**config.mk**
```make
export PLATFORM = sky130hd
export DESIGN_NAME = qupls_dram_sched
export DESIGN_NICKNAME = d
export VERILOG_FILES = /design/src/rtl/qupls_dram_sched_pkg.sv /design/src/rtl/qupls_dram_sched_rr_arb.sv /design/src/rtl/qupls_dram_sched.sv
export SDC_FILE = /design/constraint.sdc
export NUM_CORES = 1
export LEC_CHECK = 0
export BUFFER_PORTS_ARGS = -buffer_cell sky130_fd_sc_hd__buf_4
export CAP_MARGIN = 0
export CORE_MARGIN = 1
export CORE_UTILIZATION = 40
export CTS_CLUSTER_SIZE = 40
export DETAILED_ROUTE_END_ITERATION = 10
export SYNTH_ARGS = -nofsm -noshare
export SYNTH_HDL_FRONTEND = slang
export SYNTH_SLANG_ARGS = --single-unit
```
**constraint.sdc**
```tcl
create_clock -name clk_i -period 4.95 [get_ports clk_i]
set_input_delay 0.495 -clock clk_i [delete_from_list [all_inputs] [get_ports clk_i]]
set_output_delay 0.495 -clock clk_i [all_outputs]
set_load 0.05 [all_outputs]
```
**src/rtl/qupls_dram_sched_pkg.sv**
```systemverilog
// Shared types for the Qupls data-cache memory-slot scheduler.
package qupls_dram_sched_pkg;

  typedef enum logic [1:0] {
    DRAMSLOT_AVAIL  = 2'd0,
    DRAMSLOT_READY  = 2'd1,
    DRAMSLOT_ACTIVE = 2'd2,
    DRAMSLOT_DELAY  = 2'd3
  } dram_state_t;

  localparam int unsigned NDRAMSLOT = 2;

endpackage

```
**src/rtl/qupls_dram_sched_rr_arb.sv**
```systemverilog
// Round-robin arbiter: one-hot combinational grant, pointer advances past the winner.
module qupls_dram_sched_rr_arb #(
  parameter int unsigned NREQ = 4
) (
  input  logic            clk_i,
  input  logic            rst_i,
  input  logic            en_i,
  input  logic [NREQ-1:0] req_i,
  output logic [NREQ-1:0] grant_o
);
  localparam int unsigned PW = $clog2(NREQ);

  logic [PW-1:0] r_rr;
  logic [PW-1:0] w_rr_d;
  logic [PW-1:0] w_idx;
  logic          w_found;

  always_comb begin
    grant_o = '0;
    w_found = 1'b0;
    w_idx   = '0;
    w_rr_d  = r_rr;
    for (int unsigned i = 0; i < NREQ; i++) begin
      w_idx = PW'((32'(r_rr) + i) % NREQ);
      if (en_i && !w_found && req_i[w_idx]) begin
        w_found        = 1'b1;
        grant_o[w_idx] = 1'b1;
        w_rr_d         = PW'((32'(w_idx) + 1) % NREQ);
      end
    end
  end

  always_ff @(posedge clk_i) begin
    if (rst_i) r_rr <= '0;
    else       r_rr <= w_rr_d;
  end

endmodule

```
**src/rtl/qupls_dram_sched.sv**
```systemverilog
// Memory-slot scheduler: arbitrates requesters into free slots and serialises
// READY slots onto the single data-cache bus, one ACTIVE slot at a time.
module qupls_dram_sched
  import qupls_dram_sched_pkg::*;
#(
  parameter int unsigned NSLOT = NDRAMSLOT,
  parameter int unsigned NREQ  = 4,
  parameter int unsigned TAGW  = 6
) (
  input  logic                 clk_i,
  input  logic                 rst_i,
  input  logic [NREQ-1:0]      req_i,
  input  logic [NREQ*TAGW-1:0] req_tag_i,
  output logic [NREQ-1:0]      grant_o,
  output logic                 bus_cyc_o,
  output logic [1:0]           bus_slot_o,
  output logic [TAGW-1:0]      bus_tag_o,
  input  logic                 ack_i,
  input  logic                 flush_i,
  output logic                 done_o,
  output logic [1:0]           done_slot_o,
  output logic [TAGW-1:0]      done_tag_o,
  output logic [NSLOT*2-1:0]   slot_state_o
);
  dram_state_t     r_state   [NSLOT];
  dram_state_t     w_state_d [NSLOT];
  logic [TAGW-1:0] r_tag     [NSLOT];
  logic [TAGW-1:0] w_tag_d   [NSLOT];
  logic [NSLOT-1:0] r_kill, w_kill_d;

  logic            r_bus_cyc, w_bus_cyc_d;
  logic [1:0]      r_bus_slot, w_bus_slot_d;
  logic [TAGW-1:0] r_bus_tag, w_bus_tag_d;

  logic            w_any_avail, w_any_ready, w_arb_en, w_granted, w_issue;
  logic [1:0]      w_avail_idx, w_ready_idx;
  logic [TAGW-1:0] w_req_tag;

  always_comb begin
    w_any_avail = 1'b0;
    w_avail_idx = '0;
    w_any_ready = 1'b0;
    w_ready_idx = '0;
    for (int unsigned s = 0; s < NSLOT; s++) begin
      if (!w_any_avail && r_state[s] == DRAMSLOT_AVAIL) begin
        w_any_avail = 1'b1;
        w_avail_idx = 2'(s);
      end
      if (!w_any_ready && r_state[s] == DRAMSLOT_READY) begin
        w_any_ready = 1'b1;
        w_ready_idx = 2'(s);
      end
    end
  end

  assign w_arb_en = w_any_avail && !flush_i;

  qupls_dram_sched_rr_arb #(.NREQ(NREQ)) u_arb (
    .clk_i  (clk_i),
    .rst_i  (rst_i),
    .en_i   (w_arb_en),
    .req_i  (req_i),
    .grant_o(grant_o)
  );

  always_comb begin
    w_req_tag = '0;
    for (int unsigned n = 0; n < NREQ; n++) begin
      if (grant_o[n]) w_req_tag = req_tag_i[n*TAGW +: TAGW];
    end
  end

  assign w_granted = |grant_o;
  // Bus frees up either when idle or when the current owner is acked this cycle.
  assign w_issue   = w_any_ready && !flush_i && (!r_bus_cyc || ack_i);

  always_comb begin
    for (int unsigned s = 0; s < NSLOT; s++) begin
      w_state_d[s] = r_state[s];
      w_tag_d[s]   = r_tag[s];
      w_kill_d[s]  = r_kill[s];
      unique case (r_state[s])
        DRAMSLOT_AVAIL: begin
          if (w_granted && w_avail_idx == 2'(s)) begin
            w_state_d[s] = DRAMSLOT_READY;
            w_tag_d[s]   = w_req_tag;
            w_kill_d[s]  = 1'b0;
          end
        end
        DRAMSLOT_READY: begin
          if (flush_i)                             w_state_d[s] = DRAMSLOT_AVAIL;
          else if (w_issue && w_ready_idx == 2'(s)) w_state_d[s] = DRAMSLOT_ACTIVE;
        end
        DRAMSLOT_ACTIVE: begin
          if (flush_i) w_kill_d[s]  = 1'b1;
          if (ack_i)   w_state_d[s] = DRAMSLOT_DELAY;
        end
        DRAMSLOT_DELAY: w_state_d[s] = DRAMSLOT_AVAIL;
      endcase
    end
  end

  always_comb begin
    w_bus_cyc_d  = 1'b0;
    w_bus_slot_d = '0;
    w_bus_tag_d  = '0;
    for (int unsigned s = 0; s < NSLOT; s++) begin
      if (w_state_d[s] == DRAMSLOT_ACTIVE) begin
        w_bus_cyc_d  = 1'b1;
        w_bus_slot_d = 2'(s);
        w_bus_tag_d  = w_tag_d[s];
      end
    end
  end

  always_comb begin
    done_o       = 1'b0;
    done_slot_o  = '0;
    done_tag_o   = '0;
    slot_state_o = '0;
    for (int unsigned s = 0; s < NSLOT; s++) begin
      slot_state_o[s*2 +: 2] = r_state[s];
      if (r_state[s] == DRAMSLOT_DELAY && !r_kill[s]) begin
        done_o      = 1'b1;
        done_slot_o = 2'(s);
        done_tag_o  = r_tag[s];
      end
    end
  end

  always_ff @(posedge clk_i) begin
    if (rst_i) begin
      for (int unsigned s = 0; s < NSLOT; s++) begin
        r_state[s] <= DRAMSLOT_AVAIL;
        r_tag[s]   <= '0;
      end
      r_kill     <= '0;
      r_bus_cyc  <= 1'b0;
      r_bus_slot <= '0;
      r_bus_tag  <= '0;
    end else begin
      for (int unsigned s = 0; s < NSLOT; s++) begin
        r_state[s] <= w_state_d[s];
        r_tag[s]   <= w_tag_d[s];
      end
      r_kill     <= w_kill_d;
      r_bus_cyc  <= w_bus_cyc_d;
      r_bus_slot <= w_bus_slot_d;
      r_bus_tag  <= w_bus_tag_d;
    end
  end

  assign bus_cyc_o  = r_bus_cyc;
  assign bus_slot_o = r_bus_slot;
  assign bus_tag_o  = r_bus_tag;

endmodule

```
After elaboration in Yosys (flattened, before gate mapping)
Memory sizes are Yosys's and may differ from the RTL's.
Index checks and enable logic that the tools add are counted.
W data, S select, Z words.
{"block": "word_totals", "mem_bits_rw": 16, "in_bits": 32, "reg_bits": 13, "mem_count": 2, "output_inout_bits": 26}
{"block": "op_classes", "magnitude_cmp": 8, "n_bitwise": 7, "n_mux": 73, "n_addsub": 6, "n_eq_ne": 14, "reduce_logical": 42}
{"name": "r_tag", "words": 2, "width": 6, "read_ports": 2, "rd_ports_with_merged_regs": 0, "write_ports": 2, "line": "qupls_dram_sched.sv:27", "text": "logic [TAGW-1:0] r_tag [NSLOT];"}
{"name": "r_state", "words": 2, "width": 2, "read_ports": 2, "rd_ports_with_merged_regs": 0, "write_ports": 2, "line": "qupls_dram_sched.sv:25", "text": "dram_state_t r_state [NSLOT];"}
{"operator": "$mux W6", "count": 14}
{"operator": "$mux W1", "count": 29}
{"operator": "$mux W2", "count": 14}
{"operator": "$logic_and A1 B1 Y1", "count": 22}
{"operator": "$mux W4", "count": 4}
{"operator": "$pmux W2 S4", "count": 2}
{"operator": "$eq A2 B2 Y1 const B", "count": 6}
{"operator": "$lt A2 B3 Y1 const B", "count": 4}
{"operator": "$or A4 B4 Y4", "count": 3}
{"operator": "$logic_not A1 Y1", "count": 9}
{"operator": "$add A2 B1 Y2 const B", "count": 4}
{"operator": "$bmux W1 S2", "count": 4}
{"operator": "$demux W1 S2", "count": 4}
{"operator": "$eq A2 B1 Y1 const B", "count": 4}
{"operator": "$ge A2 B1 Y1 const B", "count": 4}
{"operator": "$logic_not A2 Y1", "count": 4}
{"operator": "$reduce_and A3 Y1", "count": 2}
{"operator": "$add A2 B2 Y2 const B", "count": 2}
{"operator": "$ne A2 B1 Y1 const B", "count": 2}
{"operator": "$ne A2 B2 Y1 const B", "count": 2}
{"operator": "$or A1 B1 Y1", "count": 4}
{"operator": "$pmux W1 S2", "count": 2}
{"operator": "$reduce_bool A2 Y1", "count": 2}
{"operator": "$reduce_bool A4 Y1", "count": 1}
{"operator": "2 further kinds", "count": 2}

Longest topological paths before layout
Gate-level depths: netlist (run 1).
An unclocked memory read counts as a cell.
{"block": "logic_depth", "depth_word": 29, "depth_mapped": 11, "depth_no_buf": 9}

By module
Synthesis (run 1) repeated with hierarchy kept, for this count alone.
{"block": "unflattened", "hier_cells": 213, "hier_area_um2": 1806.7}
{"module": "qupls_dram_sched", "n_inst": 1, "area_per_inst_um2": 1346.3, "cells_per_inst": 160}
{"module": "qupls_dram_sched_rr_arb", "n_inst": 1, "area_per_inst_um2": 460.4, "cells_per_inst": 53}

Worst setup path after synthesis (run 1)
OpenSTA, ideal clock, no wires.
{"block": "synth_timing", "kind": "flip-flop to flip-flop", "startpoint": "register u_arb.r_rr[0]", "endpoint": "memory r_tag[1][4] (netlist: r_tag[0][10])", "required_ns": 4.820, "path_slack_ns": 1.695, "stages_incl_launch_ff": 11, "setup_time_ns": 0.130, "synth_period_minus_slack_ns": 3.255, "arrival_ns": 3.125, "cell_sequence": "dfxtp_1 > buf_4 > inv_1 > ha_1 > mux4_2 > nor4_4 > a22o_1 > buf_2 > nor2_2 > a221oi_1 > o32ai_1"}
{"item": "start, declared", "line": "qupls_dram_sched_rr_arb.sv:13", "text": "logic [PW-1:0] r_rr;"}
{"item": "start signal, assigned", "line": "qupls_dram_sched_rr_arb.sv:35", "text": "else r_rr <= w_rr_d;"}
{"item": "end, declared", "line": "qupls_dram_sched.sv:27"}

Final worst setup path (run 1)
{"block": "layout_timing", "startpoint": "register u_arb.r_rr[0]", "endpoint": "output grant_o[3]"}
{"block": "layout_between", "elab_chain_len": 16, "word_cells_on_any_way": 51, "cone_classes": "3 x add/sub; 8 x order compare; 23 x mux; 3 x bitwise; 14 x reduce/logical"}
{"item": "branches (longest 15 deep; another with $lt A2 B3 Y1)"}
{"item": "$mux W4 (*)", "line": "qupls_dram_sched_rr_arb.sv:25", "text": "if (en_i && !w_found && req_i[w_idx]) begin"}
{"item": "end, declared", "line": "qupls_dram_sched.sv:14", "text": "output logic [NREQ-1:0] grant_o,"}
Mark *: on every way between the ends. The select of a mux whose other input is x is not followed.

==> run summary, run 1 <==
The flow ran to the end, and the final reports show no timing, DRC or antenna violations. The deepest level of the CTS H-tree came out at 1. The minimum clock period after layout came out at 3970 ps. In this run the post-CTS setup repair buffer count came out at 0.

The number of global-route vias before repair came out at 1,634. Static timing analysis puts the maximum clock frequency at 251.9 MHz. For this run, the number of standard cells in the final layout without fillers is 325.

The routed layout has 1,844 vias. The count of TritonRoute iterations in the first routing pass is 6. The critical path is of the flip-flop to primary output type. The worst clock skew on the final layout is 1.952 ps. CTS placed an instance of clkbuf_8 at the clock tree root. Setup violations remaining at the end of the flow were counted as 0. The clock reaches the later pin of the worst-skew pair after 270 ps. The average detailed-routed wire length per instance is 15.12 um. Among all stages on the critical path, the largest delay is contributed by dfxtp_1. The worst supply voltage drop on vdd came out at 292.4 uV. Counting distinct cell types in the post-synthesis netlist gives 41. The worst-case reg-to-reg path depth came out at 8. The number of port buffers came out at 55. In this design, the stage delay of the slowest critical-path cell is 640 ps. Leaving out fill and tap cells, the most frequent cells in the layout are buf_4, nand2_1, dfxtp_1. The antenna diode instance count came out at 0. The count of final hold-check violations is 0.

The worst register-to-register path ends at r_tag[0][11]. The floorplan step defined a core boundary enclosing 4444 sq um. The horizontal extent of the die is 70.91 um. The clock sink total came out at 28. The net count of the finished layout is 315. The placed wire-length estimate after detailed placement came out at 3791 um. Once layout is done, the placed cells without fillers occupy 2362 sq um.

The tool flagged a number of max-cap violations equal to 0. For this run, the leading register cell type out of synthesis is dfxtp_1. The number of placement rows came out at 24. At the worst endpoint, the arrival time is 3470 ps. The largest net degree at the start of global routing came out at 25. The number of buffers inserted during clock tree synthesis came out at 3. The sequential standard cell area came out at 560.5 sq um. The final routed wirelength across all metal layers came out at 4914 um. After synthesis the cells add up to 1899 sq um. 58 I/O pins were placed. The final period utilization came out at 80.20%. The worst hold path begins at r_tag[0][4].

The flip-flop and latch count after synthesis came out at 28. The worst hold path cell count came out at 1. The total power is 1.345 mW. The detailed router's first-iteration violation count came out at 113. The maximum clock path buffer count came out at 2. The overall track demand over capacity in global routing is 19.57%.

The number of hold buffers added after cts came out at 0. The post-placement cell count came out at 322. After detailed routing, the number of remaining DRC violations is 0. Setup repair after global routing left no endpoint under its margin.

The worst slew margin relative to its limit came out at 25.50%. The class of the tightest hold or removal check is flip-flop to flip-flop. The worst register-to-register path begins at u_arb.r_rr[0]. The required time of the worst setup path is 4450 ps.

Summing the sequential cell areas from Yosys gives 29.51% of the chip area. The worst setup path is launched from a flip-flop. The layout overhead on the synthesized area came out at 24.37%. The post-synthesis cell count is 225. The post-cts repair resize count is 0. The detailed-route vias per instance came out at 5.674. The leftover overflow at the end of global routing is 0. TritonCTS built the clock tree. The number of nets still failing antenna checks after routing is 0.

The initial antenna violation count is 0. The number of filler cells placed in the layout is 456. For the final routed database, the setup TNS stands at 0 ps.

The global-route wire length before repair came out at 7893 um. For hold timing, the worst endpoint is bus_tag_o[4]. The die span in y is 70.91 um. Each instance of the synthesized netlist takes up on average 8.441 sq um. Power spread over the standard cell area amounts to 569.4 nW/um^2. The library cell used most frequently in the layout, excluding fill and tap cells, is buf_4. The count of flip-flops with a built-in enable after synthesis came out at 0.

Walking the worst path, the cells encountered are inv_1, ha_1, mux4_2, nor4_4, a22oi_2, inv_1, buf_4. The total number of yosys warnings came out at 0. The final number of max-transition violations came out at 0. The die area is 5028 sq um. Counting stages on the worst path, the most repeated cell is inv_1. The worst setup path is captured at a primary output. The combined area of the multi-input logic cells came out at 1215 sq um.

The async set or reset register ratio after synthesis came out at 0%. The initial utilization of the core area, before any placement, comes to 42.74%. Once placement finished, the instance area stood at 2321 sq um. The minimum setup slack among reg-to-reg paths came out at 1020 ps. After clock tree synthesis, the clock-pin slew on the worst setup and hold paths is 90 ps. Routability-driven placement finished with a final weighted congestion of 0.8885. At the pin with the least slew margin, the transition time is 1111 ps. The total leakage power is 0.9623 nW. The share of final-layout standard cells stronger than drive strength 1 came out at 25.27%. Along the worst path, the maximum fanout reaches 11.
critical path, delay by kind of cell, from the launching register on:
| kind | cells | cell delay (ps) |
|---|---|---|
| AND/OR/NAND/NOR | 1 | 520 |
| adder cells (fa/ha/maj) | 1 | 460 |
| buffers and inverters | 3 | 700 |
| flip-flops | 1 | 640 |
| multiplexers | 1 | 630 |
| AO/OA/AOI/OAI | 1 | 250 |
per-layer routing:
metal  track usage, %  part of all wire [%]  vias to the layer above
met4            4.000                  0.71                        0
met1            26.87                    47                      864
met5                0                     0                        -
met2            33.55                    48                       47
li1                 -                     -                      929
met3            1.852                   3.6                        4
sequential cells by signal (all words and copies together) (netlist names):
name,flops
r_tag,12
bus_tag_o,6
r_state,4
r_kill,2
u_arb.r_rr,2
bus_cyc_o,1
bus_slot_o,1
layout make-up:
| type | count | share of cell area, % |
|---|---|---|
| Timing Repair Buffer | 55 | 17.48 |
| Multi-Input combinational cell | 169 | 51.43 |
| Clock buffer | 3 | 1.748 |
| Tap cell | 52 | 2.754 |
| Sequential cell | 28 | 23.73 |
| Inverter | 18 | 2.860 |
power by group:
| part | switching, mW | internal [mW] | total [mW] |
|---|---|---|---|
| clock network | 0.0682 | 0.0546 | 0.123 |
| logic | 0.550 | 0.319 | 0.869 |
| registers | 0.0686 | 0.284 | 0.353 |
| total | 0.687 | 0.658 | 1.35 |
cells by family after synthesis:
group                    Yosys count  synth area share (%)
AO/OA/AOI/OAI                     86                 33.60
XOR/XNOR                           1                0.4612
adder cells (fa/ha/maj)            8                 5.270
buffers and inverters             29                 6.719
flip-flops                        28                 29.51
multiplexers                       7                 6.324
other                              1                0.1974
AND/OR/NAND/NOR                   65                 17.92
worst max path at each step:
stage / start / end / slack, ps / cells past startpoint
after CTS: u_arb.r_rr[0] / grant_o[3] / 930 / 7
after floorplan: u_arb.r_rr[0] / r_tag[0][10] / 1690 / 10
after detailed placement: u_arb.r_rr[0] / r_tag[0][11] / 1030 / 8
after global placement: u_arb.r_rr[0] / r_tag[0][8] / 1140 / 8
final: u_arb.r_rr[0] / grant_o[3] / 980 / 7
after global routing: u_arb.r_rr[0] / grant_o[3] / 640 / 7
through the flow:
stage / hold slack, ps / utilization, % / setup WS, ps
finish: 504.2 / 53.15 / 980.3
global route: 530.9 / 53.15 / 643.2
CTS: 504.3 / 53.15 / 930.1
detailed placement: 480.6 / 52.22 / 1029
global placement: 475.3 / 52.22 / 1138
floorplan: 464.2 / - / 1695
synth_stat cells (3+ instances only):
cell       n  area, sq um
mux2i_1    3        30.03
ha_1       8        100.1
a21oi_1   18        90.09
nand2b_1   8        50.05
buf_2      3        15.01
o21a_1     6        45.04
dfxtp_1   28        560.5
a221oi_1   9        78.83
o31ai_1    7        52.55
nand2_1   28        105.1
nor2b_1    5        31.28
clkbuf_1   4        15.01
a22o_1    12        105.1
o21ai_0    9        45.04
a211o_1    7        61.31
buf_4      4        30.03
nor2_1    11        41.29
inv_1     17        63.81
mux4_2     4        90.09
o32ai_1    7        61.31
(Power assumes the default switching activity.)
==> run 2, diff against run 1 <==
- PLACE_DENSITY: unset -> 0.67
- clock period: 4.95 -> 3.34 ns (I/O delays scaled with it)
==> run summary, run 2 (same netlist as run 1, synthesis figures left out) <==
The TritonCTS clock tree is yes (unchanged). The global placer's final weighted congestion was 0.9234 (was 0.8885). The register with the most flip-flops is r_tag (unchanged). The category of the worst setup path capture point is a primary output (unchanged). The clock sink total is 28 (unchanged). The launch instance of the worst register-to-register path is u_arb.r_rr[1] (was u_arb.r_rr[0]). The detailed router's first-iteration violation count is 150 (was 113).

The global-route wire length before repair is 7797 um (was 7893 um). The beginning of the worst hold path was rst_i (was r_tag[0][4]). The required time of the worst setup path was 3010 ps (was 4450 ps). The detailed-route vias per instance is 5.683 (was 5.674). The delay of the slowest cell on the worst path came to 600 ps (was 640 ps). The average detailed-routed wire length per instance came out at 14.80 um (was 15.12 um).

The die area came to 5028 sq um (unchanged). Unrepaired setup endpoints after global routing: false (unchanged). The final period utilization came out at 94.65%. The I/O pin count is 58 (unchanged). The final cell utilization of the core came out at 54.84% (was 53.15%). The die span in y came out at 70.91 um (unchanged).

The max-cap violation count came out at 0 (unchanged). List of cells traversed by the critical path: inv_1, ha_1, mux4_2, nor4_4, buf_4, a22oi_2, inv_1, buf_4 (was inv_1, ha_1, mux4_2, nor4_4, a22oi_2, inv_1, buf_4). The cell with the largest stage delay on the worst path is mux4_2 (was dfxtp_1).

The clock input transition at the sequential cells of the worst setup and hold paths was 100 ps (was 90 ps). The placed wire-length estimate after detailed placement is 3811 um (was 3791 um). The share of final-layout standard cells stronger than drive strength 1 is 28.01% (was 25.27%). The root cell of the clock tree is clkbuf_8 (unchanged). The number of nets still failing antenna checks after routing is 0 (unchanged). Outcome: complete, no violations (unchanged). The horizontal extent of the die came out at 70.91 um (unchanged). The overall track demand over capacity in global routing is 19.24% (was 19.57%). The largest net degree at the start of global routing came out at 25 (unchanged). The startpoint of the worst setup timing path is u_arb.r_rr[1] (was u_arb.r_rr[0]).

The worst slew margin relative to its limit came out at 40.35% (was 25.50%). The worst supply voltage drop on vdd is 506.6 uV (was 292.4 uV). The initial antenna violation count came out at 0 (unchanged). The arrival time at the worst endpoint is 2830 ps (was 3470 ps). The number of port buffers was 55 (unchanged). The class of the tightest hold or removal check is primary input to flip-flop (was flip-flop to flip-flop).

The clock latency on the worst-skew pair was 270 ps (about the same). The final routed wirelength across all metal layers came out at 4942 um (was 4914 um). The number of flip-flops in the largest register is 12 (unchanged). The actual slew at the worst max-slew pin is 894.7 ps (was 1111 ps). The number of buffers inserted during clock tree synthesis is 3 (unchanged). Most frequent cells in the layout: buf_4, nand2_1, dfxtp_1 (unchanged). The remaining routing DRC violations is 0 (unchanged). The count of TritonRoute iterations in the first routing pass is 6 (unchanged). The final number of max-transition violations came out at 0 (unchanged). The leading cell type in the layout, fill and taps excluded is buf_4 (unchanged). The number of global-route vias before repair came out at 1,687 (was 1,634). The layout overhead on the synthesized area came out at 28.33% (was 24.37%). The deepest level of the CTS H-tree came out at 1 (unchanged). The net count reported at finish came out at 323 (was 315). The kind of cell adding the most delay to the critical path is buffers and inverters (unchanged). The number of placement rows came out at 24 (unchanged).

The number of buffer and inverter instances along the worst setup path is 4 (was 3). The placeable core area is 4444 sq um (unchanged). The critical path startpoint category was a flip-flop (unchanged). The total via count in the routed design is 1,898 (was 1,844). The critical path class was flip-flop to primary output (unchanged).

The minimum clock period after layout came out at 3161 ps. The worst slack on hold paths is 402.1 ps (was 504.2 ps). The effective utilization at floorplan is 42.74% (unchanged).

The count of final hold-check violations is 0 (unchanged). The total leakage power is 1.011 nW (was 0.9623 nW). The leftover overflow at the end of global routing is 0 (unchanged). The maximum operating frequency came out at 316.3 MHz. The worst clock skew on the final layout is 2.904 ps (was 1.952 ps). The top fanout value on the critical path came out at 8 (was 11). The antenna diode instance count came out at 0 (unchanged).

The total of endpoints with negative setup slack in the final report is 0 (unchanged). The setup TNS after final layout is 0 ps (unchanged). The areal power density over the cells is 852.0 nW/um^2 (was 569.4 nW/um^2). The maximum clock path buffer count is 2 (unchanged).
[run 2: cell types whose count changed in the layout (fill, tap and decap cells not counted), sizes merged]
cell / change
clkbuf: +1
buf: +8
[run 2: report_power, final]
group	switching (mW)	internal, mW
combinational	0.830	0.535
clock	0.105	0.105
sequential	0.0787	0.423
[run 2: through the flow]
stage | setup slack, ps | total power [mW] | std cells | cell area, sq um
6_report | 178.6 | 2.077 | 334 | 2437
5_1_grt | 57.02 | 2.227 | 334 | 2437
4_1_cts | 55.59 | 2.073 | 334 | 2436
3_5_place_dp | 224.7 | 1.852 | 329 | 2374
3_3_place_gp | 282.5 | 1.853 | 329 | 2374
2_1_floorplan | 84.68 | 1.528 | 226 | 1903
[run 2: what timing repair did]
| item | 4_1_cts | 5_1_grt |
|---|---|---|
| hold endpoints to repair | 0 | 0 |
| hold buffers | 0 | 0 |
| setup buffers | 1 | 0 |
| gates resized for setup | 0 | 1 |
| endpoints found under the setup margin | 1 | 6 |
| pin swaps | 1 | 0 |
[run 2: final timing paths]
path | to | slack [ps] | depth (start not counted)
setup / recovery | grant_o[3] | 180 | 8
hold / removal | r_state[0][2] | 400 | 2
setup reg to reg | r_tag[0][8] | 280 | 9
hold reg to reg | bus_tag_o[2] | 500 | 1
[run 2: layer usage]
| layer | vias up | share of wire (%) | GRT usage (%) |
|---|---|---|---|
| met2 | 56 | 49 | 32.80 |
| met3 | 6 | 5.0 | 3.276 |
| li1 | 950 | - | - |
| met4 | 0 | 1.0 | 4.889 |
| met5 | - | 0 | 0 |
| met1 | 886 | 44 | 25.29 |
[run 2: area by class of cell]
type / instances / area [sq um]
Inverter: 18 / 67.56
Timing Repair Buffer: 63 / 473.0
Multi-Input combinational cell: 169 / 1215
Sequential cell: 28 / 561.8
Clock buffer: 4 / 55.05
Tap cell: 52 / 65.06
Fill cell: 427 / 2007
[run 2: worst register-to-register path, delay by kind of cell, from the launching register on]
family	cells	cell delay, ps
adders and majority gates	1	330
buffers and inverters	2	290
muxes	1	600
DFF	1	420
AOI/OAI and AO/OA	2	520
and+or+nand+nor	3	810
==> run 3, diff against run 2 <==
- BUFFER_PORTS_ARGS: -buffer_cell sky130_fd_sc_hd__buf_4 -> unset
- DONT_BUFFER_PORTS: unset -> 1
- PLACE_DENSITY: 0.67 -> unset
==> run summary, run 3 (same netlist as run 1, synthesis figures left out) <==
The overall track demand over capacity in global routing is 18.85% (was 19.24%). The net count reported at finish came out at 285 (was 323). The register with the most flip-flops was r_tag (unchanged). The final cell utilization of the core came to 48.68% (was 54.84%). The combinational power share came out at 65.4% (was 65.7%). The clock latency on the worst-skew pair is 270 ps (about the same). Outcome: finished, violations left (was complete, no violations).

The share of final-layout standard cells stronger than drive strength 1 came out at 16.39% (was 28.01%). The share of power burned in registers is 24.5% (was 24.2%). The number of buffers inserted to repair setup after CTS came out at 0 (was 1). The maximum operating frequency is 313.5 MHz (was 316.3 MHz). The class of the tightest hold or removal check was primary input to flip-flop (unchanged). The largest net degree at the start of global routing came out at 25 (unchanged).

The number of flip-flops in the largest register came out at 12 (unchanged). The die span in y came out at 70.91 um (unchanged). The global placer's final weighted congestion came out at 0.9628 (was 0.9234). The switching fraction of total power came out at 48.90% (was 48.79%). List of cells traversed by the critical path: inv_1, ha_1, mux4_2, nor4_4, buf_4, a22oi_2, inv_1, buf_4 (unchanged). The global-route wire length before repair was 7624 um (was 7797 um). The post-cts repair resize count came out at 0 (unchanged).

The clock input transition at the sequential cells of the worst setup and hold paths is 100 ps (about the same). The max-cap violation count is 0 (unchanged). The areal power density over the cells came to 954.9 nW/um^2 (was 852.0 nW/um^2). The die area is 5028 sq um (unchanged). The I/O pin count is 58 (unchanged). The clock sink total is 28 (unchanged). The cell with the largest stage delay on the worst path is mux4_2 (unchanged). The arrival time at the worst endpoint is 2860 ps (was 2830 ps). The critical path class is flip-flop to primary output (unchanged). The layout overhead on the synthesized area is 13.90% (was 28.33%).

The number of buffers inserted during clock tree synthesis came out at 3 (unchanged). The final routed wirelength across all metal layers came out at 4627 um (was 4942 um). The detailed router's first-iteration violation count was 97 (was 150).

The kind of cell adding the most delay to the critical path is buffers and inverters (unchanged). The final period utilization is 95.50% (was 94.65%). The worst slew margin relative to its limit came to 46.76% (was 40.35%). Most frequent cells in the layout: nand2_1, dfxtp_1, buf_4 (was buf_4, nand2_1, dfxtp_1).

The total leakage power is 0.8264 nW (was 1.011 nW). The root cell of the clock tree is clkbuf_8 (unchanged). The total via count in the routed design is 1,694 (was 1,898). The maximum clock path buffer count is 2 (unchanged).

The worst setup slack after placement is 377.0 ps (was 224.7 ps). The placed wire-length estimate after detailed placement came out at 3653 um (was 3811 um). The top fanout value on the critical path came to 7 (was 8).

Unrepaired setup endpoints after global routing: false (unchanged). The actual slew at the worst max-slew pin is 798.6 ps (was 894.7 ps). The average detailed-routed wire length per instance came to 15.63 um (was 14.80 um). The worst supply voltage drop on vdd was 540.8 uV (was 506.6 uV). The total of endpoints with negative setup slack in the final report is 0 (unchanged).

The fraction of power consumed by the clock network came to 10.1% (about the same). The checks that failed: DRC. The number of buffer and inverter instances along the worst setup path is 4 (unchanged).

The category of the worst setup path capture point is a primary output (unchanged). The minimum clock period after layout came out at 3190 ps (was 3161 ps). The required time of the worst setup path came out at 3010 ps (about the same). The number of global-route vias before repair came out at 1,604 (was 1,687). The number of hold buffers added after cts came out at 0 (unchanged). The initial antenna violation count came out at 0 (unchanged). The placeable core area is 4444 sq um (unchanged). The internal power component came out at 1.056 mW (was 1.063 mW). The remaining routing DRC violations is 8 (was 0).

The critical path startpoint category was a flip-flop (unchanged). The number of port buffers came to 0 (was 55). The TritonCTS clock tree was yes (unchanged).

The setup TNS after final layout is 0 ps (unchanged). The leftover overflow at the end of global routing came out at 0 (unchanged). The combined area of the multi-input logic cells is 1215 sq um (unchanged). The net switching component of the power came out at 1.010 mW (was 1.013 mW). The sequential standard cell area came out at 560.5 sq um (was 561.8 sq um). The count of TritonRoute iterations in the first routing pass came to 7 (was 6). The number of filler cells placed in the layout is 451 (was 427). The count of final hold-check violations came out at 0 (unchanged). The antenna diode instance count came out at 0 (unchanged). The detailed-route vias per instance was 5.723 (was 5.683).

The delay of the slowest cell on the worst path came out at 600 ps (about the same). The number of nets still failing antenna checks after routing was 0 (unchanged). The total power came out at 2.066 mW (was 2.077 mW). The number of placement rows was 24 (unchanged). The final number of max-transition violations was 0 (unchanged). The worst path setup slack after routing came out at 150.4 ps (was 178.6 ps). The effective utilization at floorplan was 42.74% (unchanged).

The worst slack on hold paths came to 119.5 ps (was 402.1 ps). The worst clock skew on the final layout was 6.327 ps (was 2.904 ps). The deepest level of the CTS H-tree is 1 (unchanged).

The horizontal extent of the die came out at 70.91 um (unchanged).
==> run 3: cell types whose count changed in the layout (fill, tap and decap cells not counted), sizes merged <==
cell	delta
buf	-38
==> run 3: worst paths after layout <==
kind | from | endpoint | slack, ps | depth (start not counted)
worst max-delay path | u_arb.r_rr[0] | grant_o[3] | 150 | 8
worst min-delay path | rst_i | r_kill[0] | 120 | 1
worst max register to register | u_arb.r_rr[0] | r_tag[0][8] | 230 | 9
worst min register to register | r_tag[0][4] | bus_tag_o[4] | 500 | 1
==> run 3: routing by layer <==
layer / global-route usage [%] / vias to the layer above / share of wire, % / routed length [um]
met5: 0 / - / 0 / 0
met4: 6.222 / 0 / 1.5 / 71
met3: 2.707 / 6 / 3.7 / 172
met2: 32.80 / 42 / 49 / 2246
met1: 23.95 / 772 / 46 / 2136
li1: - / 874 / - / -
==> run 3: power by group through the flow <==
stage	clock network [mW]	registers (mW)	logic, mW
global placement	0	0.513	1.33
global route	0.232	0.517	1.48
detailed placement	0	0.514	1.33
CTS	0.217	0.506	1.34
floorplan	0	0.558	0.970
finish	0.208	0.507	1.35
==> run 3: cell type report <==
| type | count | share of cell area [%] |
|---|---|---|
| sequential | 28 | 25.91 |
| timing repair buffer | 25 | 9.254 |
| multi-input combinational | 169 | 56.16 |
| inverter | 18 | 3.123 |
| tap | 52 | 3.008 |
| clock buffer | 4 | 2.545 |
==> run 3: worst register-to-register path: stages (launching register included) <==
cell,delay (ps)
dfxtp_1,340
inv_1,100
ha_1,340
mux4_2,600
nor4_4,430
buf_4,180
a32o_2,210
nand4b_1,260
nand3b_1,230
o32ai_1,320
==> run 3: metrics by stage <==
step / instances / cell area [sq um]
after detailed placement: 290 / 2093
after global routing: 296 / 2163
final: 296 / 2163
after floorplan: 226 / 1903
after CTS: 294 / 2148
after global placement: 290 / 2093
